### config.mk
export PLATFORM = sky130hd
export DESIGN_NAME = lab1_sweep_ctrl
export DESIGN_NICKNAME = d
export VERILOG_FILES = /design/src/rtl/lab1_sweep_ctrl.sv
export SDC_FILE = /design/constraint.sdc
export NUM_CORES = 1
export LEC_CHECK = 0
export BUFFER_PORTS_ARGS = -buffer_cell sky130_fd_sc_hd__buf_2
export CORE_UTILIZATION = 54
export DETAILED_ROUTE_END_ITERATION = 8
export PLACE_DENSITY = 0.77
export SETUP_SLACK_MARGIN = 0.3
export SLEW_MARGIN = 30
export SYNTH_ARGS = -nofsm -noshare
export SYNTH_HDL_FRONTEND = slang
export SYNTH_SLANG_ARGS = --single-unit
### constraint.sdc
create_clock -name clk -period 3 [get_ports clk]
set_input_delay 0.15 -clock clk [delete_from_list [all_inputs] [get_ports clk]]
set_output_delay 0.15 -clock clk [all_outputs]
set_load 0.02 [all_outputs]
### src/rtl/lab1_sweep_ctrl.sv
// Sweep sequencer for the 3-input lab1 block: walks {A,B,C} through 0..7,
// samples D after a settle delay and scores it against an expected truth table.
module lab1_sweep_ctrl #(
  parameter int         SETTLE = 2,
  parameter logic [7:0] EXPECT = 8'h17
) (
  input  logic       clk,
  input  logic       reset,
  input  logic       start,
  input  logic       abort,
  input  logic       D,
  output logic       A,
  output logic       B,
  output logic       C,
  output logic       busy,
  output logic       done,
  output logic       pass,
  output logic [3:0] err_count,
  output logic [7:0] captured,
  output logic [2:0] first_fail,
  output logic       fail_valid
);

  typedef enum logic [1:0] {ST_IDLE, ST_SETTLE, ST_SAMPLE, ST_DONE} state_t;

  localparam logic [3:0] SETTLE_LAST = 4'(SETTLE - 1);
  localparam logic [7:0] EXP_VEC     = EXPECT;

  state_t     state_r, state_nxt_s;
  logic [2:0] idx_r, idx_nxt_s;
  logic [3:0] wait_r;
  logic [2:0] abc_r;
  logic       busy_r, done_r, pass_r, fv_r;
  logic [3:0] err_r;
  logic [7:0] cap_r;
  logic [2:0] ff_r;
  logic       mismatch_s;
  logic       nxt_busy_s;

  assign mismatch_s = (D != EXP_VEC[idx_r]);
  assign nxt_busy_s = (state_nxt_s == ST_SETTLE) || (state_nxt_s == ST_SAMPLE);

  assign {A, B, C}  = abc_r;
  assign busy       = busy_r;
  assign done       = done_r;
  assign pass       = pass_r;
  assign err_count  = err_r;
  assign captured   = cap_r;
  assign first_fail = ff_r;
  assign fail_valid = fv_r;

  // Next-state and next-index selection; abort outranks every other transition.
  always_comb begin
    state_nxt_s = state_r;
    idx_nxt_s   = idx_r;
    case (state_r)
      ST_IDLE: begin
        if (start) begin
          state_nxt_s = ST_SETTLE;
          idx_nxt_s   = 3'd0;
        end else begin
          state_nxt_s = ST_IDLE;
        end
      end
      ST_SETTLE: begin
        if (abort) begin
          state_nxt_s = ST_IDLE;
        end else if (wait_r == SETTLE_LAST) begin
          state_nxt_s = ST_SAMPLE;
        end else begin
          state_nxt_s = ST_SETTLE;
        end
      end
      ST_SAMPLE: begin
        if (abort) begin
          state_nxt_s = ST_IDLE;
        end else if (idx_r == 3'd7) begin
          state_nxt_s = ST_DONE;
        end else begin
          state_nxt_s = ST_SETTLE;
          idx_nxt_s   = idx_r + 3'd1;
        end
      end
      ST_DONE:  state_nxt_s = ST_IDLE;
      default:  state_nxt_s = ST_IDLE;
    endcase
  end

  // State, stimulus, status and result registers.
  always_ff @(posedge clk or posedge reset) begin
    if (reset) begin
      state_r <= ST_IDLE;
      idx_r   <= 3'd0;
      wait_r  <= 4'd0;
      abc_r   <= 3'd0;
      busy_r  <= 1'b0;
      done_r  <= 1'b0;
      pass_r  <= 1'b0;
      err_r   <= 4'd0;
      cap_r   <= 8'h00;
      ff_r    <= 3'd0;
      fv_r    <= 1'b0;
    end else begin
      state_r <= state_nxt_s;
      idx_r   <= idx_nxt_s;
      busy_r  <= nxt_busy_s;
      done_r  <= (state_nxt_s == ST_DONE);
      abc_r   <= nxt_busy_s ? idx_nxt_s : 3'd0;
      case (state_r)
        ST_IDLE: begin
          if (start) begin
            wait_r <= 4'd0;
            err_r  <= 4'd0;
            cap_r  <= 8'h00;
            ff_r   <= 3'd0;
            fv_r   <= 1'b0;
            pass_r <= 1'b0;
          end
        end
        ST_SETTLE: begin
          if (!abort) wait_r <= wait_r + 4'd1;
        end
        ST_SAMPLE: begin
          // An aborted sample is discarded entirely.
          if (!abort) begin
            cap_r[idx_r] <= D;
            wait_r       <= 4'd0;
            if (mismatch_s) err_r <= err_r + 4'd1;
            if (mismatch_s && !fv_r) begin
              ff_r <= idx_r;
              fv_r <= 1'b1;
            end
          end
        end
        ST_DONE:  pass_r <= (err_r == 4'd0);
        default:  pass_r <= pass_r;
      endcase
    end
  end

endmodule

==> metrics.md <==
| Metric | Value |
|---|---|
| Status | `completed` |
| CTS sink count | `31` |
| Synthesized instance count | `between 150 and 200` |
| H-tree depth | `2` |
| Yosys reg bits | `31` |
| Max-Cap Viols | `0` |
| Area grow syn2layout | `10.6%` |
| Share of post-route cells with drive strength above 1 | `17.4%` |
| Final Hold Fails | `0` |
| Fin crit share | `between 80 and 90%` |
| Final TNS setup | `0 ns` |
| Period minus WS final | `2.47 ns` |
| Warnings, synthesis | `0` |
| Initial drt markers | `57` |
| Reg-to-reg startpoint | `idx_r[0]` |
| Vias per cell | `about 5.7` |
| Syn_nets | `about 180` |
| Hold path startpoint | `abort` |
| RSZ-0062 raised after global routing | `false` |
| WL/cell | `between 10 and 15 um` |
| Antenna Cells | `0` |
| Post-DRT Antenna Nets | `0` |
| Clock transition at the registers of the reported paths | `roughly 0.09 ns` |
| GR Overflow Total | `0` |
| Design area | `about 0.0017 mm^2` |
| Total CTS buffers | `5` |
| Vias in the first global route | `between 1000 and 1500` |
| First-pass GRT wire length | `5450 um` |
| Power per standard cell area | `591 mW/mm^2` |
| Max VDD drop | `~0.00042 V` |
| Die Y-Extent | `between 50 and 60 um` |
| Final hold slack | `roughly 0.12 ns` |
| CP max FO | `14` |
| Layout Skew | `about 0.011 ns` |
| WP data arrival | `~2.7 ns` |
| Clock Path Buffers | `2` |
| # port buffers | `26` |
| Setup repair bufs after CTS | `0` |
| Final slew viol count | `0` |
| Nets | `about 210` |
| GR Util All Layers | `22.4%` |
| Routability congestion estimate from global placement | `0.790` |
| Slew margin rel. | `56.9%` |
| Hold Path Class | `input port to flop` |
| Critical Path RT | `3.24 ns` |
| Core box area | `around 0.0028 mm^2` |
| Delay of the slowest critical-path stage | `~0.60 ns` |
| Crit. End Element | `flop` |
| Die Wd | `56.0 um` |
| Final wirelength | `around 3200 um` |
| Root Buffer | `clkbuf_4` |
| Cell Chain, Critical Path | `inv_1 > ha_1 > nand2b_1 > and4_1 > or3_1 > or3_1 > a21oi_1` |
| Die footprint | `between 0.003 and 0.004 mm^2` |
| Row count | `19` |
| Cells after DPL | `217` |
| Post-DP Area | `0.00168 mm^2` |
| Slowest library cell on the worst path | `dfrtp_1` |
| Fill cells | `approximately 250` |
| Initial antenna violation count | `0` |
| TritonCTS clock tree | `yes` |
| Unique masters post-synth | `30` |
| Post-synthesis sequential area ratio | `roughly half` |
| I/O pin cnt | `27` |
| CP Launch Type | `flop` |
| Worst-margin pin slew | `between 0.6 and 0.7 ns` |
| Pre-CTS setup slack | `0.572 ns` |
| # DRC | `0` |
| Post-Syn Area per Cell | `a little over 9 um^2` |
| Setup WS post-layout | `~0.53 ns` |
| Detailed Routing Iterations Pass 1 | `4` |
| Starting density of the core | `a little under three fifths` |
| Non-Filler Instances | `~230` |
| CP most frequent cell | `or3_1` |
| Origin of the worst setup path | `idx_r[0]` |
| Routed via count | `~1300` |
| Leak | `about 0.86 nW` |
| Final setup vio count | `0` |
| Setup CP Type | `flop to flop` |
| Worst skew pair latency | `around 0.32 ns` |
| Largest net degree at the start of global routing | `32` |
| Dpl hpwl | `2320 um` |
| Post-CTS Resized | `0` |
| Netlist Area Pre-Place | `between 0.0015 and 0.002 mm^2` |
| Max Freq | `slightly above 400 MHz` |
[layer usage]
metal	share of wire, %	track usage [%]
met1	45	28.2
met2	47	35.4
met3	6.1	5.81
met4	2.3	11.8
met5	0	0
[per-stage QoR]
step	power (mW)	utilization, %
4_1_cts	1.04	63.2
3_3_place_gp	0.795	61.0
6_report	1.03	63.2
2_1_floorplan	0.756	-
3_5_place_dp	0.816	61.0
5_1_grt	1.10	63.2
[final timing paths]
| kind | cells past startpoint | slack, ns | to |
|---|---|---|---|
| setup / recovery | 7 | 0.53 | err_count[3] |
| hold / removal | 2 | 0.12 | state_r[1] |
| setup reg to reg | 7 | 0.53 | err_count[3] |
| hold reg to reg | 2 | 0.52 | fail_valid |
| max in group asynchronous | 3 | 2.12 | abc_r[1] |
| min in group asynchronous | 3 | 0.45 | captured[6] |
[power by group]
part / switching [mW] / internal [mW]
clock: 0.132 / 0.0912
combinational: 0.177 / 0.101
sequential: 0.0673 / 0.462
[worst max-delay path, delay by kind of cell (launching register included)]
kind | cells | cell delay, ns
AOI/OAI and AO/OA | 1 | 0.16
and+or+nand+nor | 4 | 1.20
buffers and inverters | 1 | 0.21
adders and majority gates | 1 | 0.23
DFF | 1 | 0.60
[synth_stat cells]
cell	number	area share, %
a311oi_1	1	0.56
clkbuf_1	6	1.4
ha_1	8	6.4
o31ai_1	1	0.48
a31oi_1	3	1.2
o21ai_0	18	5.7
and4_1	1	0.56
nand2_1	25	6.0
o22ai_1	3	1.2
buf_6	3	2.1
a21o_1	1	0.48
dfrtp_1	31	49
inv_1	14	3.3
or3_1	3	1.2
o41ai_1	4	2.2
a21oi_1	11	3.5
nand2b_1	6	2.4
nand3b_1	1	0.48
nor2_1	8	1.9
a211oi_1	1	0.48
buf_2	1	0.32
or2_1	1	0.40
mux2i_1	4	2.5
nand4b_1	1	0.56
and2_1	3	1.2
a211o_1	1	0.56
or3b_2	1	0.56
nor3b_1	1	0.48
nor2b_1	1	0.40
nand3_1	7	2.2
[area by class of cell]
type                            count  area (um^2)  share of cell area (%)
Clock buffer                        7         45.0                    2.58
Clock inverter                      1         5.00                   0.287
Inverter                           14         52.6                    3.02
Multi-Input combinational cell    115          686                    39.3
Sequential cell                    31          776                    44.5
Tap cell                           31         38.8                    2.23
Timing Repair Buffer               27          140                    8.04
[cell families (layout without fill, tap and decap cells)]
group                      Yosys count  in the layout  share of synthesized area [%]
AOI/OAI and AO/OA                   44             44                           16.4
adders and majority gates            8              8                           6.35
buffers and inverters               24             49                           7.23
DFF                                 31             31                           49.2
muxes                                4              4                           2.54
and+or+nand+nor                     59             59                           18.3
[cells in the final DEF (no fill, tap or decap), types with 2 or more instances in the layout]
master / n
clkbuf_4: 5
o21ai_0: 18
nor2_1: 8
nand3_1: 7
nand2b_1: 6
a31oi_1: 3
or3_1: 3
buf_2: 26
clkbuf_1: 2
ha_1: 8
inv_1: 13
nand2_1: 25
dfrtp_1: 31
o22ai_1: 3
and2_1: 3
mux2i_1: 4
o41ai_1: 4
a21oi_1: 11
[registers in the layout (all words and copies together), names as in the netlist]
name / flops
abc_r: 3
busy: 1
captured: 8
done: 1
err_count: 4
fail_valid: 1
first_fail: 3
idx_r: 3
pass: 1
state_r: 2
wait_r: 4
[timing repair]
item	4_1_cts	5_1_grt
hold buffers	1	0
endpoints found under the setup margin	0	0
endpoints found under the hold margin	31	0
Note: power is estimated with default switching activity, not from simulation.
